--- src/rtl/ili9488_fill_engine.sv ---
// ili9488_fill_engine
// Fills the whole ILI9488 panel with one RGB565 color over the 16-bit 8080-I
// bus: full-panel column/page window, Memory Write, then H_RES*V_RES pixels.
// The sequencer runs one cycle ahead of the registered bus outputs, so the
// bus always shows what the sequencer decided on the previous cycle.
module ili9488_fill_engine #(
   parameter int H_RES   = 320,
   parameter int V_RES   = 480,
   parameter int WR_HALF = 1
) (
   input  logic        clk,
   input  logic        reset_done,
   input  logic [15:0] color,
   output logic        lcd_cs_n,
   output logic        lcd_dc,
   output logic        lcd_wr_n,
   output logic        lcd_rd_n,
   output logic [15:0] lcd_data,
   output logic        fill_done
);

   localparam int N_PIX  = H_RES * V_RES;
   localparam int PIX_W  = $clog2(N_PIX + 1);
   localparam int HALF_W = (WR_HALF > 1) ? $clog2(WR_HALF) : 1;

   localparam logic [PIX_W-1:0]  PIX_LAST  = PIX_W'(N_PIX - 1);
   localparam logic [HALF_W-1:0] HALF_LAST = HALF_W'(WR_HALF - 1);
   localparam logic [15:0]       H_LAST    = 16'(H_RES - 1);
   localparam logic [15:0]       V_LAST    = 16'(V_RES - 1);
   localparam logic [3:0]        ROM_LAST  = 4'd10;

   localparam logic [1:0] S_IDLE = 2'd0;
   localparam logic [1:0] S_CMD  = 2'd1;
   localparam logic [1:0] S_PIX  = 2'd2;
   localparam logic [1:0] S_DONE = 2'd3;

   // Setup ROM: {dc, data}; commands and parameters carry only a low byte.
   function automatic logic [16:0] rom_entry(input logic [3:0] idx);
      logic [16:0] e;
      case (idx)
         4'd0:    e = {1'b0, 16'h002A};
         4'd1:    e = {1'b1, 16'h0000};
         4'd2:    e = {1'b1, 16'h0000};
         4'd3:    e = {1'b1, 8'h00, H_LAST[15:8]};
         4'd4:    e = {1'b1, 8'h00, H_LAST[7:0]};
         4'd5:    e = {1'b0, 16'h002B};
         4'd6:    e = {1'b1, 16'h0000};
         4'd7:    e = {1'b1, 16'h0000};
         4'd8:    e = {1'b1, 8'h00, V_LAST[15:8]};
         4'd9:    e = {1'b1, 8'h00, V_LAST[7:0]};
         4'd10:   e = {1'b0, 16'h002C};
         default: e = 17'h0;
      endcase
      return e;
   endfunction

   logic [1:0]        state_q, state_d;
   logic [3:0]        idx_q, idx_d;
   logic [PIX_W-1:0]  pix_q, pix_d;
   logic [HALF_W-1:0] half_q, half_d;
   logic              phase_q, phase_d;     // 0 = wr_n low phase, 1 = high phase
   logic [15:0]       color_q, color_d;
   logic              cs_n_q, cs_n_d;
   logic              dc_q, dc_d;
   logic              wr_n_q, wr_n_d;
   logic [15:0]       data_q, data_d;
   logic              done_q, done_d;
   logic [16:0]       bus_word;
   logic              phase_end;

   // Sequencer and next-output decode.
   always_comb begin
      state_d   = state_q;
      idx_d     = idx_q;
      pix_d     = pix_q;
      half_d    = half_q;
      phase_d   = phase_q;
      color_d   = color_q;
      cs_n_d    = cs_n_q;
      dc_d      = dc_q;
      wr_n_d    = wr_n_q;
      data_d    = data_q;
      done_d    = done_q;
      bus_word  = (state_q == S_CMD) ? rom_entry(idx_q) : {1'b1, color_q};
      phase_end = (half_q == HALF_LAST);
      case (state_q)
         S_IDLE: begin
            color_d = color;
            idx_d   = 4'd0;
            pix_d   = '0;
            half_d  = '0;
            phase_d = 1'b0;
            cs_n_d  = 1'b1;
            wr_n_d  = 1'b1;
            dc_d    = 1'b0;
            data_d  = 16'h0;
            done_d  = 1'b0;
            state_d = S_CMD;
         end
         S_CMD, S_PIX: begin
            // The word is constant for a whole slot, so dc/data only move
            // together with the wr_n fall that opens the next slot.
            cs_n_d = 1'b0;
            wr_n_d = phase_q;
            dc_d   = bus_word[16];
            data_d = bus_word[15:0];
            if (phase_end) begin
               half_d  = '0;
               phase_d = ~phase_q;
            end else begin
               half_d = half_q + HALF_W'(1);
            end
            if (phase_end && phase_q) begin
               if (state_q == S_CMD) begin
                  if (idx_q == ROM_LAST) state_d = S_PIX;
                  else                   idx_d   = idx_q + 4'd1;
               end else begin
                  if (pix_q == PIX_LAST) state_d = S_DONE;
                  else                   pix_d   = pix_q + PIX_W'(1);
               end
            end
         end
         S_DONE: begin
            cs_n_d = 1'b1;
            wr_n_d = 1'b1;
            dc_d   = 1'b0;
            data_d = 16'h0;
            done_d = 1'b1;
         end
         default: state_d = S_IDLE;
      endcase
   end

   // State and output registers; reset returns the bus to idle at once.
   always_ff @(posedge clk or posedge reset_done) begin
      if (reset_done) begin
         state_q <= S_IDLE;
         idx_q   <= 4'd0;
         pix_q   <= '0;
         half_q  <= '0;
         phase_q <= 1'b0;
         color_q <= 16'h0;
         cs_n_q  <= 1'b1;
         dc_q    <= 1'b0;
         wr_n_q  <= 1'b1;
         data_q  <= 16'h0;
         done_q  <= 1'b0;
      end else begin
         state_q <= state_d;
         idx_q   <= idx_d;
         pix_q   <= pix_d;
         half_q  <= half_d;
         phase_q <= phase_d;
         color_q <= color_d;
         cs_n_q  <= cs_n_d;
         dc_q    <= dc_d;
         wr_n_q  <= wr_n_d;
         data_q  <= data_d;
         done_q  <= done_d;
      end
   end

   assign lcd_cs_n  = cs_n_q;
   assign lcd_dc    = dc_q;
   assign lcd_wr_n  = wr_n_q;
   assign lcd_rd_n  = 1'b1;
   assign lcd_data  = data_q;
   assign fill_done = done_q;

endmodule
--- config.mk ---
export PLATFORM = sky130hd
export DESIGN_NAME = ili9488_fill_engine
export DESIGN_NICKNAME = d
export VERILOG_FILES = /design/src/rtl/ili9488_fill_engine.sv
export SDC_FILE = /design/constraint.sdc
export NUM_CORES = 1
export LEC_CHECK = 0
export CAP_MARGIN = 10
export CORE_ASPECT_RATIO = 0.75
export CORE_MARGIN = 2
export CORE_UTILIZATION = 35
export DETAILED_ROUTE_END_ITERATION = 8
export DONT_BUFFER_PORTS = 1
export GPL_TIMING_DRIVEN = 0
export PLACE_DENSITY = 0.5
export SETUP_SLACK_MARGIN = 0.15
export SKIP_LAST_GASP = 1
export SLEW_MARGIN = 20
export SYNTH_ARGS = -nofsm -noshare
export SYNTH_HDL_FRONTEND = slang
export SYNTH_SLANG_ARGS = --single-unit
--- constraint.sdc ---
create_clock -name clk -period 2.6 [get_ports clk]
set_input_delay 0.39 -clock clk [delete_from_list [all_inputs] [get_ports clk]]
set_output_delay 0.39 -clock clk [all_outputs]
set_load 0.01 [all_outputs]
==> flow_metrics.py, run 1 <==
metrics = {
    "power": {
        "clkPwrFrac_pct": 47.0,
        "leakage_nw": 1.376,
        "p_total_mw": 1.966,
        "power.density_nw_per_um2": 591.1,
        "combPwrFrac_pct": 2.5,
        "switching_share_pct": 21.88,
        "p_int_mw": 1.536,
        "peakVddDrop_mv": 0.4010,
        "p_sw_uw": 430.1,
        "sequentialPowerShare_pct": 50.5,
    },
    "yosys": {
        "yosysUniqueCellTypes": 50,
        "synthArstFlopShare_pct": 100.0,
        "syn_avg_cell_area_sq_um": 10.94,
        "synthCells": 268,
        "ys_ff_latch": 61,
        "syn_area_sq_um": 2932,
        "synth_edf_count": 0,
        "synth_seq_area_share_pct": 52.16,
        "synthFlopType": "dfrtp_1",
        "yosysWarnings": 0,
        "syn_nets": 297,
    },
    "timing": {
        "fin_worst_skew_ns": 0.007542,
        "max_freq_mhz": 442.5,
        "min_period_ns": 2.260,
        "whs_ns": 0.1757,
        "rsz0062_at_grt": "no",
        "slew_violations": 0,
        "min_period_over_period_pct": 86.92,
        "tightest_slew_ns": 0.6486,
        "finalSetupViolCount": 0,
        "slew_headroom_pct": 56.56,
        "finalHoldViolations": 0,
    },
    "clocking": {
        "cts_setup_buffers": 0,
        "h-tree-depth": 3,
        "clk_transition_reported_paths_ns": 0.07,
        "cts_max_path_buffers": 2,
        "cts_tree": "yes",
        "cts_buffers": 9,
        "cts.sinks": 61,
        "clockRootBuffer": "clkbuf_8",
        "clock_latency_ns": 0.36,
    },
    "critical_path": {
        "critPathKind": "flip-flop to flip-flop",
        "path_cells": "inv_1 -> ha_1 -> buf_4 -> nand2b_4 -> a21o_1 -> a31oi_1 -> nand4b_1 -> o211ai_1",
        "critPathSlowestCell": "a31oi_1",
        "critPathCaptureType": "flip-flop",
        "arrival_ns": 2.53,
        "crit_required_ns": 2.87,
        "critPathMaxStageDelay_ns": 0.50,
        "critical_path_peak_fanout": 10,
        "cp-start-kind": "flip-flop",
    },
    "floorplan": {
        "die-area_sq_um": 9132,
        "rows": 28,
        "die_h_microns": 83.26,
        "dieWidth_microns": 109.7,
        "design.core.area_sq_um": 8023,
        "ios": 39,
        "start_util_pct": 36.54,
    },
    "routing": {
        "wl_met1_microns": 3034,
        "avgRoutedWirePerCell_microns": 15.10,
        "topRoutingLayerUsed": "met4",
        "drc": 0,
        "post_drt_via_cell_ratio": 5.077,
        "totalWireLength_microns": 5905,
        "first_pass_iters": 4,
        "vias": 1985,
        "wl_met3_microns": 485,
        "drt-initial-drc-count": 144,
        "antenna_left": 0,
        "wl_met2_microns": 2308,
    },
    "cells_and_area": {
        "drive_above_1_share_pct": 19.23,
        "area_growth_syn_to_layout_pct": 13.44,
        "fillers": 770,
        "nets": 310,
        "antennaDiodeCount": 0,
    },
    "hold_path": {
        "hold_path.class": "input port to flip-flop",
    },
    "global_route": {
        "grt_max_degree": 46,
        "grt_pass1_wl_microns": 10100,
        "antenna_found_initial": 0,
        "grt_pass1_vias": 1994,
        "grt_usage_pct": 14.84,
        "grt.overflow.total": 0,
    },
    "placement": {
        "numPortBuffers": 0,
        "gp_congestion": 0.8022,
        "dpl.hpwl_microns": 4120,
    },
    "run_status": {
        "outcome": "complete, no violations",
    },
    "run": {
        "max-cap-violations": 0,
    },
}
## cell families (layout without fill, tap and decap cells)
| kind of cell | count (synthesis) | after routing | share of synthesized area, % |
|---|---|---|---|
| compound gates | 68 | 68 | 15.96 |
| xor+xnor | 4 | 4 | 1.195 |
| fa+ha+maj | 11 | 11 | 4.695 |
| buf+inv | 20 | 38 | 3.414 |
| flops | 61 | 61 | 52.16 |
| mux | 18 | 18 | 6.871 |
| other cells | 1 | 1 | 0.1279 |
| simple gates | 85 | 85 | 15.58 |
## timing repair
action | in CTS | in global routing
hold endpoints to repair | 15 | 0
endpoints found under the setup margin | 0 | 4
resized for setup | 0 | 1
hold buffers | 1 | 0
## area by class of cell
class | count | area, sq um | share of cell area, %
multi-input combinational | 187 | 1310 | 39.39
timing repair buffer | 2 | 37.54 | 1.129
clock buffer | 10 | 127.6 | 3.837
clock inverter | 6 | 87.58 | 2.634
sequential | 61 | 1529 | 45.97
inverter | 8 | 32.53 | 0.9782
buffer | 12 | 70.07 | 2.107
tap | 105 | 131.4 | 3.950
## cell usage after synthesis, drive strengths merged (2+ instances only)
master	count	area [sq um]
inv	8	30.03
ha	11	137.6
dfrtp	59	1476
nand4	4	25.02
o31ai	2	15.01
o21ai	19	95.09
a211oi	2	15.01
nand3	13	70.07
a31oi	6	37.54
and2	9	56.30
nand2b	10	70.06
and3	2	12.51
a22oi	3	37.54
clkbuf	5	18.77
a21o	3	22.52
a22o	7	61.31
a21oi	15	78.83
nor2	12	45.04
xor2	3	26.28
nand2	27	101.4
buf	7	51.29
or2	3	18.77
mux2	17	191.4
a41oi	2	17.52
dfstp	2	52.55
## cell usage in the layout, fill, tap and decap left out, types with 2 or more instances in the layout
master,count
a211oi_1,2
a21o_1,3
a21oi_1,14
a22o_1,7
a22oi_2,3
a31oi_1,6
a41oi_1,2
and2_1,9
and3_1,2
buf_2,2
buf_4,2
buf_6,2
bufinv_16,2
clkbuf_1,6
clkbuf_8,9
clkinv_2,2
clkinv_4,2
dfrtp_1,59
dfstp_2,2
ha_1,11
inv_1,7
mux2_2,17
nand2_1,27
nand2b_1,9
nand3_1,12
nand4_1,4
nor2_1,12
o21ai_0,13
o21ai_1,6
o31ai_1,2
or2_2,2
xor2_1,3
## metal layers
metal | track usage (%) | vias to the layer above
li1 | - | 977
met1 | 21.31 | 954
met5 | 0 | -
met2 | 18.29 | 47
met4 | 4.833 | 0
met3 | 8.634 | 7
## power groups by stage
stage	clock, mW	sequential (mW)	combinational [mW]
final	0.923	0.993	0.0493
after global routing	1.00	0.995	0.0577
after CTS	0.961	0.993	0.0523
after detailed placement	0	1.01	0.0505
after global placement	0	1.01	0.0444
after floorplan	0	1.01	0.0360
## stage by stage
step	instances	setup TNS (ns)	setup slack [ns]	utilization [%]	instance area (sq um)
2_1_floorplan	268	0	0.6674	-	2932
3_3_place_gp	373	-5.495	-0.09812	38.18	3063
3_5_place_dp	374	0	0.3352	38.55	3093
4_1_cts	391	0	0.3086	41.36	3318
5_1_grt	391	0	0.1743	41.45	3326
6_report	391	0	0.3400	41.45	3326
## flip-flops by register name, indices dropped and copies added, names as in the netlist
name       count
lcd_cs_n       1
lcd_dc         1
color_q       16
phase_q        1
state_q        2
fill_done      1
idx_q          4
pix_q         18
lcd_data      16
lcd_wr_n       1
## worst paths after layout
kind	endpoint	cells past startpoint	from	slack, ns
worst max-delay path	pix_q[2]$_DFFE_PP0P_	8	state_q[0]$_DFFE_PP0P_	0.34
worst min-delay path	color_q[6]$_DFFE_PP0P_	1	color[6]	0.18
worst max register to register	pix_q[2]$_DFFE_PP0P_	8	state_q[0]$_DFFE_PP0P_	0.34
worst min register to register	lcd_data[12]$_DFF_PP0_	1	color_q[12]$_DFFE_PP0P_	0.48
max in group asynchronous	lcd_cs_n$_DFF_PP1_	3	reset_done	1.61
min in group asynchronous	idx_q[2]$_DFFE_PP0P_	2	reset_done	0.45
## worst max-delay path: cells and delay by family, from the launching register on
family                   cells  cell delay [ns]
adder cells (fa/ha/maj)      1             0.30
buffers and inverters        2             0.28
AND/OR/NAND/NOR              2             0.34
flip-flops                   1             0.44
AO/OA/AOI/OAI                3             0.80
(Power assumes the default switching activity.)
==> run 2, diff against run 1 <==
ABC_AREA = 1   (was default)
==> flow_metrics.py, run 2 <==
metrics = {
    "cells_and_area": {
        "drive_above_1_share_pct": 9.091,
        "final_area_sq_um": 3286,
        "nets": 387,
        "top_register": "pix_q",
        "layout.cells.non_filler": 468,
        "area_growth_syn_to_layout_pct": 11.84,
        "multi_input_area_sq_um": 1192,
        "largest_reg_flops": 18,
        "register_area_sq_um": 1529,
        "antennaDiodeCount": 0,
        "layout_commonest_cell": "nand2_1",
        "fin_util_pct": 40.95,
        "final_cell_mix": "nand2_1, dfrtp_1, inv_1",
        "fillers": 799,
    },
    "clocking": {
        "clock_latency_ns": 0.35,
        "cts_buffers": 9,
        "cts_max_path_buffers": 2,
        "clk_transition_reported_paths_ns": 0.07,
        "cts_tree": "yes",
        "cts.sinks": 61,
        "h-tree-depth": 3,
        "clockRootBuffer": "clkbuf_8",
    },
    "floorplan": {
        "dieWidth_microns": 109.8,
        "die-area_sq_um": 9150,
        "design.core.area_sq_um": 8023,
        "rows": 28,
        "die_h_microns": 83.35,
        "start_util_pct": 36.62,
        "ios": 39,
    },
    "routing": {
        "vias": 2149,
        "first_pass_iters": 4,
        "avgRoutedWirePerCell_microns": 13.15,
        "drt-initial-drc-count": 126,
        "antenna_left": 0,
        "totalWireLength_microns": 6154,
        "drc": 0,
        "post_drt_via_cell_ratio": 4.592,
    },
    "critical_path": {
        "reg2reg_depth": 9,
        "critPathKind": "flip-flop to flip-flop",
        "r2r_end": "pix_q[6]$_DFFE_PP0P_",
        "timing.rr.start": "state_q[0]$_DFFE_PP0P_",
        "cp-start-kind": "flip-flop",
        "arrival_ns": 2.51,
        "cp-endpoint": "pix_q[6]$_DFFE_PP0P_",
        "cp-startpoint": "state_q[0]$_DFFE_PP0P_",
        "crit_required_ns": 2.89,
        "critical_path_peak_fanout": 10,
        "r2r_setup_slack_ns": 0.38,
        "critPathCaptureType": "flip-flop",
    },
    "yosys": {
        "synth_edf_count": 0,
        "syn_area_sq_um": 2938,
        "syn_avg_cell_area_sq_um": 8.515,
        "synthFlopType": "dfrtp_1",
        "synthArstFlopShare_pct": 100.0,
        "yosysUniqueCellTypes": 30,
        "yosysMostFrequentCell": "nand2_1",
        "syn_nets": 374,
        "yosys.area.top_type": "dfrtp_1",
        "yosysWarnings": 0,
        "synthTopCellsByCount": "nand2_1, dfrtp_1, inv_1, o21ai_0, nor2_1",
        "ys_ff_latch": 61,
        "synth_top_area_share_pct": 50.26,
        "synthCells": 345,
        "synth_seq_area_share_pct": 52.04,
        "synthTopCellsByArea": "dfrtp_1, nand2_1, inv_1",
    },
    "global_route": {
        "grt_usage_pct": 15.34,
        "grt.overflow.total": 0,
        "grt_max_degree": 38,
        "grt_pass1_wl_microns": 10700,
        "antenna_found_initial": 0,
        "grt_pass1_vias": 2084,
    },
    "timing": {
        "min_period_ns": 2.221,
        "slew_violations": 0,
        "rsz0062_at_grt": "no",
        "finalSetupViolCount": 0,
        "min_period_over_period_pct": 85.42,
        "tns_ns": 0,
        "slew_headroom_pct": 63.78,
        "tightest_slew_ns": 0.5434,
        "final.setup.worst_slack_ns": 0.3790,
        "whs_ns": 0.1643,
        "finalHoldViolations": 0,
        "fin_worst_skew_ns": 0.008072,
        "max_freq_mhz": 450.2,
    },
    "placement": {
        "place_area_sq_um": 3092,
        "dp.cells": 451,
        "dpl.hpwl_microns": 4297,
        "place_ws_ns": 0.3403,
        "gp_congestion": 0.8391,
        "numPortBuffers": 0,
    },
    "power": {
        "leakage_nw": 1.664,
        "power.density_nw_per_um2": 562.7,
        "p_total_mw": 1.849,
        "peakVddDrop_mv": 0.3447,
    },
    "run": {
        "max-cap-violations": 0,
    },
    "hold_path": {
        "hold_path.class": "input port to flip-flop",
    },
    "run_status": {
        "outcome": "complete, no violations",
    },
}
run 2: how the worst min path moves through the flow:
stage	startpoint	to	slack, ns	depth (start not counted)
after floorplan	phase_q$_DFFE_PP0P_	phase_q$_DFFE_PP0P_	0.44	2
after global placement	phase_q$_DFFE_PP0P_	phase_q$_DFFE_PP0P_	0.45	2
after detailed placement	reset_done	pix_q[7]$_DFFE_PP0P_	0.26	1
after CTS	color[11]	color_q[11]$_DFFE_PP0P_	0.14	2
after global routing	color[15]	color_q[15]$_DFFE_PP0P_	0.15	2
final	color[1]	color_q[1]$_DFFE_PP0P_	0.16	2
run 2: critical path: stages (launching register included):
cell,delay [ns]
dfrtp_1,0.44
inv_1,0.09
ha_1,0.40
inv_2,0.21
or2_1,0.21
o21ai_2,0.12
nor2_2,0.28
buf_2,0.29
nand2_1,0.07
nand2_1,0.07
run 2: metal layers:
layer | global-route usage, % | vias up | wire length (microns)
met5 | 0 | - | 0
met4 | 5.754 | 0 | 103
met3 | 5.887 | 9 | 267
met2 | 19.85 | 37 | 2493
met1 | 22.63 | 1000 | 3288
li1 | - | 1103 | -
run 2: what timing repair did:
action,in CTS,in global routing
hold buffers,1,0
buffers inserted,0,0
endpoints found under the hold margin,23,0
resized for setup,0,0
run 2: kinds of logic (layout without fill, tap and decap cells):
family | count (synthesis) | in the layout | synth area share [%]
DFF | 61 | 61 | 52.04
other | 1 | 1 | 0.1276
muxes | 2 | 2 | 0.7666
xor gates and xnor gates | 13 | 13 | 3.876
and+or+nand+nor | 160 | 160 | 22.91
buffers and inverters | 54 | 72 | 7.368
AOI/OAI and AO/OA | 43 | 43 | 8.220
adders and majority gates | 11 | 11 | 4.685
run 2: final cells by class:
type                            count  share of cell area [%]
Inverter                           46                   5.331
Buffer                              8                   1.333
Multi-Input combinational cell    230                   36.29
Sequential cell                    61                   46.53
Clock inverter                      5                   1.599
Tap cell                          105                   3.998
Clock buffer                       11                   3.998
Timing Repair Buffer                2                  0.9139
run 2: report_power, final:
part / internal, mW / total (mW) / leakage, nW / switching [mW]
sequential: 0.974 / 0.989 / 0.735 / 0.0148
combinational: 0.0147 / 0.0467 / 0.836 / 0.0320
clock: 0.438 / 0.813 / 0.0931 / 0.375
==> run 3, diff against run 2 <==
CORE_ASPECT_RATIO = 1.75   (was 0.75)
==> flow_metrics.py, run 3 (synthesis gave the netlist of run 2 again) <==
metrics = {
    "global_route": {
        "grt.overflow.total": 0,
        "grt_usage_pct": 15.59,
        "grt_pass1_wl_microns": 10900,
        "antenna_found_initial": 0,
        "grt_max_degree": 34,
        "grt_pass1_vias": 2316,
    },
    "critical_path": {
        "crit_required_ns": 2.81,
        "arrival_ns": 2.43,
        "path_delay_family": "simple AND/OR/NAND/NOR gates",
        "critPathCaptureType": "flip-flop",
        "reg2reg_depth": 10,
        "path_depth": 10,
        "critPathSlowestCell": "dfrtp_1",
        "critPathMaxStageDelay_ns": 0.44,
        "path_buf_inv": 3,
        "path_cells": "inv_1 -> ha_1 -> inv_2 -> or2_1 -> o21ai_2 -> nor2_2 -> o21ai_4 -> buf_6 -> nand2_1 -> nand2_1",
        "critPathMostFrequentCell": "nand2_1",
        "critical_path_peak_fanout": 10,
        "critPathKind": "flip-flop to flip-flop",
        "cp-start-kind": "flip-flop",
    },
    "clocking": {
        "clock_latency_ns": 0.33,
        "clockRootBuffer": "clkbuf_16",
        "cts_tree": "yes",
        "h-tree-depth": 3,
        "cts_buffers": 9,
        "cts_max_path_buffers": 2,
        "clk_transition_reported_paths_ns": 0.05,
        "cts.sinks": 61,
    },
    "timing": {
        "final.setup.worst_slack_ns": 0.3858,
        "rsz0062_at_grt": "no",
        "max_freq_mhz": 451.6,
        "finalSetupViolCount": 0,
        "fin_worst_skew_ns": 0.01016,
        "finalHoldViolations": 0,
        "min_period_over_period_pct": 85.16,
        "slew_violations": 0,
        "min_period_ns": 2.214,
        "whs_ns": 0.1859,
    },
    "placement": {
        "numPortBuffers": 0,
        "gp_congestion": 0.8162,
        "dp.cells": 438,
        "place_area_sq_um": 3075,
        "dpl.hpwl_microns": 4490,
        "place_ws_ns": 0.2940,
    },
    "floorplan": {
        "die_h_microns": 125.2,
        "dieWidth_microns": 73.26,
        "rows": 44,
        "ios": 39,
        "start_util_pct": 35.81,
        "design.core.area_sq_um": 8203,
        "die-area_sq_um": 9172,
    },
    "cells_and_area": {
        "drive_above_1_share_pct": 9.917,
        "layout.cells.non_filler": 455,
        "area_growth_syn_to_layout_pct": 16.99,
        "top_register": "pix_q",
        "final_area_sq_um": 3437,
        "largest_reg_flops": 18,
        "final_cell_mix": "nand2_1, dfrtp_1, inv_1",
        "antennaDiodeCount": 0,
        "nets": 387,
        "layout_commonest_cell": "nand2_1",
        "fin_util_pct": 41.90,
    },
    "routing": {
        "totalWireLength_microns": 6348,
        "post_drt_via_cell_ratio": 4.919,
        "vias": 2238,
        "first_pass_iters": 4,
        "drc": 0,
        "drt-initial-drc-count": 124,
        "antenna_left": 0,
        "avgRoutedWirePerCell_microns": 13.95,
    },
    "hold_path": {
        "hold_depth": 2,
        "hold_path.class": "input port to flip-flop",
    },
    "power": {
        "leakage_nw": 1.736,
        "power.density_nw_per_um2": 690.9,
        "peakVddDrop_mv": 0.3201,
    },
    "run": {
        "max-cap-violations": 0,
    },
    "run_status": {
        "outcome": "complete, no violations",
    },
}
run 3: what timing repair did:
| item | 4_1_cts | 5_1_grt |
|---|---|---|
| hold buffers | 1 | 0 |
| buffers inserted | 0 | 0 |
| gates resized for setup | 0 | 2 |
| hold endpoints to repair | 26 | 0 |
| endpoints found under the setup margin | 0 | 14 |
run 3: final cells by class:
cell class / count / area [sq um]
clock inverter: 4 / 76.32
timing repair buffer: 2 / 30.03
multi-input combinational: 230 / 1201
fill: 814 / 4766
sequential: 61 / 1529
tap: 92 / 115.1
buffer: 8 / 43.79
inverter: 46 / 175.2
clock buffer: 12 / 266.5
run 3: report_power, final:
part	internal [mW]	switching, mW
combinational	0.0147	0.0312
clock	0.919	0.419
sequential	0.976	0.0147
run 3: final timing paths:
| check | startpoint | slack (ns) | end |
|---|---|---|---|
| max | state_q[0]$_DFFE_PP0P_ | 0.39 | pix_q[2]$_DFFE_PP0P_ |
| min | color[7] | 0.19 | color_q[7]$_DFFE_PP0P_ |
| max reg2reg | state_q[0]$_DFFE_PP0P_ | 0.39 | pix_q[2]$_DFFE_PP0P_ |
| min reg2reg | phase_q$_DFFE_PP0P_ | 0.47 | phase_q$_DFFE_PP0P_ |
| max in group asynchronous | reset_done | 1.56 | lcd_data[1]$_DFF_PP0_ |
| min in group asynchronous | reset_done | 0.54 | pix_q[6]$_DFFE_PP0P_ |
run 3: worst register-to-register path, cell delays in order (launching register included):
cell and delay (ns):
dfrtp_1 0.44, inv_1 0.09, ha_1 0.40, inv_2 0.21
or2_1 0.21, o21ai_2 0.13, nor2_2 0.19, o21ai_4 0.14
buf_6 0.17, nand2_1 0.06, nand2_1 0.05
run 3: metrics by stage:
stage / power [mW] / TNS, ns
2_1_floorplan: 1.038 / 0
3_3_place_gp: 1.049 / -4.751
3_5_place_dp: 1.054 / 0
4_1_cts: 2.413 / 0
5_1_grt: 2.470 / 0
6_report: 2.375 / 0
run 3: per-layer routing:
metal	routed length (microns)	vias to the layer above	track usage (%)	share of wire, %
met5	0	-	0	0
met4	192	0	8.824	3.0
met3	254	17	4.029	4.0
met2	3433	44	26.18	54
met1	2467	1073	17.25	39
li1	-	1104	-	-
